--- src/rtl/wb_stage.sv ---
// Write-back stage: load formatting, register-file write port, HI/LO registers and retire counter.
// Optional trace outputs are enabled by defining WB_DEBUG_TRACE_EN.
module wb_stage (
    input  logic        clk,
    input  logic        rst_n,
    input  logic        wb_stall,
    input  logic [3:0]  MEM_WB_load_type_data,
    input  logic [3:0]  MEM_WB_byte_valid_data,
    input  logic [1:0]  MEM_WB_result_sel_data,
    input  logic        MEM_WB_SC_result_sel_data,
    input  logic        MEM_WB_wreg_data,
    input  logic        MEM_WB_whi_data,
    input  logic        MEM_WB_wlo_data,
    input  logic        MEM_WB_hi_i_sel_data,
    input  logic        MEM_WB_lo_i_sel_data,
    input  logic [4:0]  MEM_WB_regdst_data,
    input  logic [31:0] MEM_WB_ALU_result_data,
    input  logic [31:0] MEM_WB_mem_rdata_data,
    input  logic [31:0] MEM_WB_rf_rdata0_fw_data,
    input  logic [31:0] MEM_WB_rf_rdata1_fw_data,
    input  logic [31:0] MEM_WB_PC_plus4_data,
    input  logic [31:0] MEM_WB_Instruction_data,
    input  logic [63:0] MEM_WB_MulDiv_result_data,
    output logic        rf_wen,
    output logic [4:0]  rf_waddr,
    output logic [31:0] rf_wdata,
    output logic [31:0] hi_o,
    output logic [31:0] lo_o,
    output logic [31:0] hi_fw,
    output logic [31:0] lo_fw,
    output logic [31:0] retire_cnt
`ifdef WB_DEBUG_TRACE_EN
    ,
    output logic [31:0] debug_wb_pc,
    output logic [3:0]  debug_wb_rf_wen,
    output logic [4:0]  debug_wb_rf_wnum,
    output logic [31:0] debug_wb_rf_wdata
`endif
);

    typedef enum logic [3:0] {
        LT_LW  = 4'd0,
        LT_LB  = 4'd1,
        LT_LBU = 4'd2,
        LT_LH  = 4'd3,
        LT_LHU = 4'd4,
        LT_LWL = 4'd5,
        LT_LWR = 4'd6
    } load_type_e;

    typedef enum logic [1:0] {
        RS_ALU    = 2'd0,
        RS_LOAD   = 2'd1,
        RS_LINK   = 2'd2,
        RS_MULDIV = 2'd3
    } result_sel_e;

    load_type_e  load_type;
    result_sel_e result_sel;
    logic [1:0]  offset;
    logic [7:0]  byte_sel;
    logic [15:0] half_sel;
    logic [31:0] formatted;
    logic [31:0] load_result;
    logic [31:0] link_value;
    logic        hi_we;
    logic        lo_we;
    logic        retire_en;
    logic [31:0] hi_next;
    logic [31:0] lo_next;
    logic [31:0] hi_q;
    logic [31:0] lo_q;
    logic [31:0] cnt_q;

    assign load_type  = load_type_e'(MEM_WB_load_type_data);
    assign result_sel = result_sel_e'(MEM_WB_result_sel_data);
    assign offset     = MEM_WB_ALU_result_data[1:0];
    assign byte_sel   = 8'(MEM_WB_mem_rdata_data >> {offset, 3'b000});
    assign half_sel   = offset[1] ? MEM_WB_mem_rdata_data[31:16] : MEM_WB_mem_rdata_data[15:0];
    assign link_value = MEM_WB_PC_plus4_data + 32'd4;

    // LWL shifts left by 8*(3-o); ~o equals 3-o for a 2-bit offset
    always_comb begin
        formatted = MEM_WB_mem_rdata_data;
        case (load_type)
            LT_LB:   formatted = {{24{byte_sel[7]}}, byte_sel};
            LT_LBU:  formatted = {24'd0, byte_sel};
            LT_LH:   formatted = {{16{half_sel[15]}}, half_sel};
            LT_LHU:  formatted = {16'd0, half_sel};
            LT_LWL:  formatted = MEM_WB_mem_rdata_data << {~offset, 3'b000};
            LT_LWR:  formatted = MEM_WB_mem_rdata_data >> {offset, 3'b000};
            default: formatted = MEM_WB_mem_rdata_data;
        endcase
    end

    always_comb begin
        load_result = MEM_WB_rf_rdata1_fw_data;
        for (int unsigned i = 0; i < 4; i++) begin
            if (MEM_WB_byte_valid_data[i])
                load_result[8*i +: 8] = formatted[8*i +: 8];
        end
    end

    always_comb begin
        rf_wdata = MEM_WB_ALU_result_data;
        if (MEM_WB_SC_result_sel_data) begin
            rf_wdata = 32'd1;
        end else begin
            case (result_sel)
                RS_ALU:    rf_wdata = MEM_WB_ALU_result_data;
                RS_LOAD:   rf_wdata = load_result;
                RS_LINK:   rf_wdata = link_value;
                RS_MULDIV: rf_wdata = MEM_WB_MulDiv_result_data[31:0];
                default:   rf_wdata = MEM_WB_ALU_result_data;
            endcase
        end
    end

    assign rf_wen    = MEM_WB_wreg_data & ~wb_stall & (MEM_WB_regdst_data != 5'd0);
    assign rf_waddr  = MEM_WB_regdst_data;

    assign hi_we     = MEM_WB_whi_data & ~wb_stall;
    assign lo_we     = MEM_WB_wlo_data & ~wb_stall;
    assign retire_en = ~wb_stall & (MEM_WB_Instruction_data != '0);
    assign hi_next   = MEM_WB_hi_i_sel_data ? MEM_WB_MulDiv_result_data[63:32] : MEM_WB_rf_rdata0_fw_data;
    assign lo_next   = MEM_WB_lo_i_sel_data ? MEM_WB_MulDiv_result_data[31:0]  : MEM_WB_rf_rdata0_fw_data;

    always_ff @(posedge clk or negedge rst_n) begin
        if (!rst_n) begin
            hi_q  <= '0;
            lo_q  <= '0;
            cnt_q <= '0;
        end else begin
            if (hi_we)     hi_q  <= hi_next;
            if (lo_we)     lo_q  <= lo_next;
            if (retire_en) cnt_q <= cnt_q + 32'd1;
        end
    end

    assign hi_o       = hi_q;
    assign lo_o       = lo_q;
    assign retire_cnt = cnt_q;
    assign hi_fw      = hi_we ? hi_next : hi_q;
    assign lo_fw      = lo_we ? lo_next : lo_q;

`ifdef WB_DEBUG_TRACE_EN
    assign debug_wb_pc       = MEM_WB_PC_plus4_data - 32'd4;
    assign debug_wb_rf_wen   = {4{rf_wen}};
    assign debug_wb_rf_wnum  = rf_waddr;
    assign debug_wb_rf_wdata = rf_wdata;
`endif

endmodule

--- config.mk ---
export PLATFORM = sky130hd
export DESIGN_NAME = wb_stage
export DESIGN_NICKNAME = d
export VERILOG_FILES = /design/src/rtl/wb_stage.sv
export SDC_FILE = /design/constraint.sdc
export NUM_CORES = 1
export LEC_CHECK = 0
export CAP_MARGIN = 30
export CORE_AREA = 2 2 185 187
export CTS_CLUSTER_DIAMETER = 80
export DETAILED_ROUTE_END_ITERATION = 10
export DIE_AREA = 0 0 187 189
export GPL_TIMING_DRIVEN = 0
export SLEW_MARGIN = 20
export SYNTH_ARGS = -nofsm -noshare
export SYNTH_HDL_FRONTEND = slang
export SYNTH_SLANG_ARGS = --single-unit
export TNS_END_PERCENT = 30
--- constraint.sdc ---
create_clock -name clk -period 2.86 [get_ports clk]
set_input_delay 0.572 -clock clk [delete_from_list [all_inputs] [get_ports clk]]
set_output_delay 0.572 -clock clk [all_outputs]
set_load 0.005 [all_outputs]
* Word level (Yosys, flattened, before mapping)
Index checks and enable logic that the tools add are counted.
Operators by class: add/sub/neg operators 2, multiply operators 0, div/mod/pow operators 0, $lt $le $gt $ge 0, eq/ne operators 9, shifts and indexed selects 2, mux-type cells 12, bitwise logic cells 7, reductions and logical operators 3
Operators with widths (count):
- one-hot mux 32 bit (6 select lines) | 1
- two-way mux 32 bit | 5
- one-hot mux 32 bit (4 select lines) | 1
- adder 32 x 1 -> 32 bit, second input constant | 1
- adder 32 x 3 -> 32 bit, second input constant | 1
- two-way mux 8 bit | 4
- nonzero test 32 bit | 1
- left shift 32 x 5 -> 32 bit | 1
- >> shifter 32 x 5 -> 32 bit | 1
- two-way mux 16 bit | 1
- == test 4 x 3 -> 1 bit, second input constant | 3
- == test 4 x 2 -> 1 bit, second input constant | 2
- bitwise AND 1 bit | 5
- nonzero test 5 bit | 1
- == test 2 bit, second input constant | 2
- == test 4 x 1 -> 1 bit, second input constant | 1
- == test 2 x 1 -> 1 bit, second input constant | 1
- zero test 2 bit | 1
- NOT 2 bit | 1
- NOT 1 bit | 1
Storage, ports and cells: flip-flop bits (word level) 96, latch bits 0, RAM bits 0, ROM bits 0, logic and storage cells 38, memories 0

* Depth between registers and ports, before layout
depth in word-level cells 6, gate-level depth with buffers 8, gate-level depth less buffers 7

* Least setup slack after synthesis
No wires, ideal clock.
path type input port to output port, start point input port MEM_WB_load_type_data[2], end point output port rf_wdata[11], arrival 2005 ps, setup slack 283 ps, stages 7, path buffers 2, cells stage by stage buf_2 > nand2b_1 > a311o_1 > buf_2 > a221o_1 > o221ai_1 > o21ai_1
On the way: longest elaborated chain between the ends 5
RTL lines:
- from (decl) | line 7 | input logic [3:0] MEM_WB_load_type_data,
- == test 4 x 3 -> 1 bit (tied with other cells) | line 85 | case (load_type)
- one-hot mux 32 bit (6 select lines) * | line 85
- two-way mux 8 bit * | line 99 | if (MEM_WB_byte_valid_data[i])
- one-hot mux 32 bit (4 select lines) * | line 109 | case (result_sel)
- two-way mux 32 bit * | line 106 | if (MEM_WB_SC_result_sel_data) begin
- to (decl) | line 26 | output logic [31:0] rf_wdata,
Every way passes the cells marked *; elsewhere a longest branch is shown, timed or not.

* Final worst setup path
start point input port MEM_WB_load_type_data[1], end point output port rf_wdata[3]
Same word-level chain as after synthesis.

==> flow_metrics.tcl <==
set metrics [dict create \
    status "complete, but fails checks" \
    clkLatencyLatePin_ns 0.35 \
    yosysSeqAreaShare_pct 30.8 \
    fmax_ghz 0.334 \
    crit_top_cell "buf_6" \
    gp_congestion 1.00 \
    hold_class "input pin to asynchronous set/reset pin" \
    dp_hpwl_microns 39300 \
    violations "setup timing" \
    worst_clock_skew_ns 0.0105 \
    io_buffers 471 \
    ctsLongestPathBuffers 2 \
    tritoncts "built" \
    p_leak_nw 6.15 \
    synthFlopType "dfrtp_1" \
    crit_start "MEM_WB_load_type_data[1]" \
    period_minus_slack_ns 3.00 \
    post-route-period-util_pct 105 \
    synth.cell_area_sq_um 7800 \
    clk_pin_slew_ns 0.07 \
    io-pin-count 478 \
    vdd_drop_max_mv 0.285 \
    numCtsBuffers 9 \
    yosysWarnings 0 \
    place_area_sq_um 13100 \
    nets 1773 \
    antenna_found_initial 1 \
    vias 10500 \
    htree_levels 3 \
    worstPathCellList "buf_8 > buf_6 > buf_6 > or3b_4 > a21oi_4 > buf_6 > a22oi_2 > nand3_1 > a21oi_2 > a2111oi_2 > buf_2" \
    crit_arrival_ns 2.42 \
    drv_slew 0 \
    clkSinkCount 96 \
    avgRoutedWirePerCell_microns 25.6 \
    avgViaCountPerCell 5.39 \
    core_sq_um 33300 \
    setup_slack_ns -0.136 \
    wl_microns 49800 \
    slowest_stage "or3b_4" \
    drv_cap 0 \
    stdcell_area_sq_um 15000 \
    rrSetupSlack_ns 0.67 \
    die_y_microns 189 \
    crit_fanout 5 \
    async_reset_ff_share_pct 100 \
    rows 67 \
    start_util_pct 23.4 \
    worstSetupPathType "input pin to output port" \
    dr.pass1.iters 5 \
    drive_above_1_share_pct 23.9 \
    hold_ws_ns 0.0802 \
    cts_hold_buffers 0 \
    utilization_pct 45.0 \
    syn-num-nets 1211 \
    final-setup-viol-count 23 \
    total_power_mw 5.42 \
    gr-total-overflow 0 \
    power.density_nw_per_um2 362 \
    crit_path_end_kind "output port" \
    syn2layout_area_growth_pct 92.1 \
    clockRootBuffer "clkbuf_16" \
    hold_violations 0 \
    worstReg2RegStart "retire_cnt[2]$_DFFE_PN0P_" \
    grt_max_degree 73 \
    grt_pass1_wl_microns 71300 \
    ant_nets 0 \
    crit_required_ns 2.29 \
    die-area_sq_um 35300 \
    place_ws_ns -1.61 \
    yosysUniqueCellTypes 73 \
    syn_avg_cell_area_sq_um 8.39 \
    synth-edff-count 0 \
    rsz0062_at_grt "true" \
    cpPeakStageDelay_ns 0.38 \
    drc 0 \
    relSlewSlack_pct 29.6 \
    synthCells 929 \
    worst_pin_slew_ns 1.06 \
    cp-start-kind "input pin" \
    grt_util_all_layers_pct 27.0 \
    ys_ff_latch 96 \
    grt_pass1_vias 10600 \
    die_x_microns 187 \
    drt_iter0_markers 878 \
]
-- power by group --
part	switching [mW]	internal [mW]
clock	0.549	0.725
sequential	0.138	1.53
combinational	1.16	1.32
-- metrics by stage --
stage	setup TNS, ns	cells
floorplan	0	929
global placement	-365.39	1848
detailed placement	-97.94	1849
CTS	-0.305	1928
global route	-2.58	1943
finish	-1.31	1944
-- flip-flops by register name, indices dropped and copies added, names as in the netlist --
| register | count |
|---|---|
| lo_o | 32 |
| retire_cnt | 32 |
| hi_o | 32 |
-- final timing paths --
kind / end / depth (start not counted)
hold / removal: hi_o[23]$_DFF_PN0_ / 1
min in group clk: retire_cnt[31]$_DFFE_PN0P_ / 1
setup / recovery: rf_wdata[3] / 11
setup reg to reg: retire_cnt[23]$_DFFE_PN0P_ / 6
hold reg to reg: retire_cnt[31]$_DFFE_PN0P_ / 1
max in group asynchronous: lo_o[3]$_DFF_PN0_ / 2
-- area by class of cell --
class / instances / area, sq um
Multi-Input combinational cell: 750 / 5860
Antenna cell: 1 / 2.50
Clock buffer: 11 / 253
Clock inverter: 4 / 52.6
Timing Repair Buffer: 554 / 5260
Tap cell: 448 / 561
Buffer: 67 / 536
Sequential cell: 96 / 2400
Fill cell: 3287 / 18300
Inverter: 13 / 51.3
-- placed cells by master, fill, tap and decap left out, types with 9 or more instances in the layout --
cell	instances
a21oi_2	13
xnor2_1	29
a221o_1	12
buf_6	34
inv_1	12
dlygate4sd2_1	31
clkbuf_2	18
clkbuf_4	11
buf_8	9
a221oi_1	10
nor4_1	11
nand2_1	108
buf_2	40
mux2i_1	79
and3_1	14
mux2i_2	9
nor2b_1	9
clkdlybuf4s50_1	373
a22oi_1	11
clkbuf_16	9
buf_4	75
nand3_1	24
nor2_1	51
o21ai_0	58
dfrtp_1	96
o211ai_1	11
a21oi_1	26
xor2_1	22
nand4_1	19
o21ai_1	43
-- logic make-up (layout without fill, tap and decap cells) --
kind of cell	after synthesis	in the layout	share of synthesized area, %
AO/OA/AOI/OAI	290	290	25.5
XOR/XNOR	54	54	6.07
adder cells (fa/ha/maj)	2	2	0.321
buffers and inverters	84	649	4.67
flip-flops	96	96	30.8
multiplexers	98	98	13.0
other	0	1	0
AND/OR/NAND/NOR	305	306	19.6
-- worst max-delay path: cells and delay by family --
kind,cells,cell delay [ns]
buf+inv,5,0.68
compound gates,4,0.66
simple gates,2,0.50
-- cells in the mapped netlist (3+ instances only) --
| library cell | n | share of area [%] |
|---|---|---|
| a2111oi_0 | 4 | 0.45 |
| a211o_1 | 4 | 0.45 |
| a211oi_1 | 11 | 1.1 |
| a21o_1 | 3 | 0.29 |
| a21oi_1 | 38 | 2.4 |
| a221o_1 | 12 | 1.5 |
| a221oi_1 | 15 | 1.7 |
| a22o_1 | 8 | 0.90 |
| a22oi_1 | 15 | 1.4 |
| a31oi_1 | 7 | 0.56 |
| and2_1 | 3 | 0.24 |
| and3_1 | 15 | 1.2 |
| and4_1 | 8 | 0.90 |
| buf_1 | 7 | 0.34 |
| buf_2 | 15 | 0.96 |
| buf_4 | 8 | 0.77 |
| clkbuf_1 | 41 | 2.0 |
| dfrtp_1 | 96 | 31 |
| inv_1 | 13 | 0.63 |
| mux2_2 | 4 | 0.58 |
| mux2i_1 | 91 | 12 |
| nand2_1 | 114 | 5.5 |
| nand2b_1 | 8 | 0.64 |
| nand3_1 | 29 | 1.9 |
| nand4_1 | 19 | 1.5 |
| nor2_1 | 61 | 2.9 |
| nor2b_1 | 9 | 0.72 |
| nor3_1 | 5 | 0.32 |
| nor3b_1 | 5 | 0.48 |
| nor4_1 | 13 | 1.0 |
| o2111ai_1 | 12 | 1.3 |
| o211ai_1 | 11 | 1.1 |
| o21ai_0 | 101 | 6.5 |
| o21ai_1 | 8 | 0.51 |
| o221ai_1 | 13 | 1.5 |
| o22ai_1 | 5 | 0.40 |
| or3_1 | 3 | 0.24 |
| xnor2_1 | 31 | 3.5 |
| xor2_1 | 23 | 2.6 |
-- metal layers --
| layer | track usage [%] | vias up | routed length, microns |
|---|---|---|---|
| met5 | 0 | - | 0 |
| met4 | 10.2 | 0 | 2140 |
| met3 | 7.75 | 120 | 4510 |
| met2 | 43.3 | 626 | 22600 |
| met1 | 34.3 | 5085 | 20600 |
| li1 | - | 4653 | - |
-- timing repair --
item / CTS / global route
pin swaps: 63 / 36
resized for setup: 555 / 90
endpoints found under the setup margin: 96 / 55
buffers inserted: 65 / 15
gates cloned: 3 / 0
Note: power is estimated with default switching activity, not from simulation.
==> edit, RTL diff (config.mk and constraints unchanged) <==
Remove the case item `LT_LWR` of the case on `load_type`.
--- a/src/rtl/wb_stage.sv
+++ b/src/rtl/wb_stage.sv
@@ -88,7 +88,6 @@
             LT_LH:   formatted = {{16{half_sel[15]}}, half_sel};
             LT_LHU:  formatted = {16'd0, half_sel};
             LT_LWL:  formatted = MEM_WB_mem_rdata_data << {~offset, 3'b000};
-            LT_LWR:  formatted = MEM_WB_mem_rdata_data >> {offset, 3'b000};
             default: formatted = MEM_WB_mem_rdata_data;
         endcase
     end
Function: changed (Yosys sat finds a counterexample within 4 cycles, from zero or initial values and one cycle with rst_n low).
==> edit against the original RTL <==
The flow still finishes with violations (negative setup slack). Worst setup slack improved by 0.011 ns. Synthesized area decreased by 4.7%. Worst hold slack improved by 0.030 ns. Maximum frequency grew 0.37%. Design area shrank 1.3%. Sequential cell count is the same. Critical path depth shrank 3. Power shrank 5.4%. Routed wire length down 7.0%.
==> edit: results <==
export IMPL_avgRoutedWirePerCell_um=24.4
export IMPL_irDropWorstVdd_mv=0.271
export IMPL_layout_drive_gt1_share=0.245
export IMPL_crit_path_top_delay_cell="mux4_2"
export IMPL_syn_num_nets=1167
export IMPL_ys_types=67
export IMPL_drt_initial_drc_count=645
export IMPL_gp_congestion=0.987
export IMPL_status="finished with violations"
export IMPL_final_nets=1730
export IMPL_violations="negative setup slack"
export IMPL_reg2reg_from="retire_cnt[8]$_DFFE_PN0P_"
export IMPL_synth_sequential_area_ratio=0.323
export IMPL_synth_common_cells="118 x nand2_1, 96 x dfrtp_1, 87 x o21ai_0, 74 x mux2i_1, 63 x nor2_1"
export IMPL_hpwl_um=36800
export IMPL_placed_cells=1804
export IMPL_final_setup_worst_slack_ns=-0.125
export IMPL_dp_slack_ns=-1.64
export IMPL_place_port_buffers=469
export IMPL_slew_headroom=0.586
export IMPL_grt_usage=0.251
export IMPL_worst_path_largest_cell_delay_ns=0.53
export IMPL_cp_max_fo=6
export IMPL_antenna_found_initial=0
export IMPL_cp_startpoint="MEM_WB_mem_rdata_data[15]"
export IMPL_vias_per_cell=5.31
export IMPL_grt_pass1_wl_um=67000
export IMPL_grt_max_degree=61
export IMPL_finalClockSkew_ns=0.00878
export IMPL_synth_avg_cell_area_um2=8.39
export IMPL_fin_cells=1901
export IMPL_grt_pass1_vias=10356
export IMPL_yosys_top_cells_area="dfrtp_1 32%, mux2i_1 10%, nand2_1 6.0%"
export IMPL_num_antenna_cells=0
export IMPL_setup_viol=16
==> edit: routing by layer <==
metal  track usage  part of all wire
met4         0.119             0.053
met1         0.290              0.38
met2         0.441              0.49
met3        0.0558             0.080
met5             0                 0
==> edit: area by class of cell <==
type	count	area (um2)
Timing Repair Buffer	555	5360
Clock buffer	11	233
Buffer	60	549
Tap cell	448	561
Clock inverter	5	32.5
Sequential cell	96	2400
Fill cell	3295	18500
Inverter	18	83.8
Multi-Input combinational cell	708	5560
==> edit: through the flow <==
step / setup TNS, ns / area [um2] / util
2_1_floorplan: 0 / 7430 / -
3_3_place_gp: -356.13 / 12700 / 0.381
3_5_place_dp: -90.25 / 12700 / 0.382
4_1_cts: -1.89 / 14400 / 0.434
5_1_grt: -1.11 / 14800 / 0.444
6_report: -0.449 / 14800 / 0.444
==> edit: timing repair <==
| action | CTS | global route |
|---|---|---|
| pin swaps | 67 | 32 |
| gates cloned | 5 | 1 |
| buffers inserted | 67 | 13 |
| resized for setup | 607 | 129 |
| endpoints found under the setup margin | 96 | 69 |
==> edit: path summary, 6_finish.rpt <==
path,to,slack [ns],cells past startpoint
max,rf_wdata[14],-0.13,8
min,hi_o[9]$_DFF_PN0_,0.11,1
max reg2reg,retire_cnt[31]$_DFFE_PN0P_,0.73,5
min reg2reg,retire_cnt[31]$_DFFE_PN0P_,0.47,1
max in group asynchronous,lo_o[31]$_DFF_PN0_,2.11,2
min in group clk,retire_cnt[31]$_DFFE_PN0P_,0.47,1
==> edit: logic make-up after synthesis <==
logic type      after synthesis  share of synthesized area
xor+xnor                     46                     0.0542
simple gates                315                      0.207
flops                        96                      0.323
compound gates              257                      0.236
mux                          86                      0.130
fa+ha+maj                     2                    0.00337
buf+inv                      83                     0.0463
==> edit: power breakdown <==
part	internal, mW	total (mW)	switching [mW]
sequential	1.53	1.66	0.126
combinational	1.27	2.32	1.05
clock	0.592	1.16	0.565
==> edit: worst register-to-register path, stage by stage (launching register included) <==
cell and delay [ns]:
dfrtp_1 0.46, nand4_1 0.19, nor3_1 0.53, nand3_1 0.33, nor4_1 0.38, xor2_1 0.17
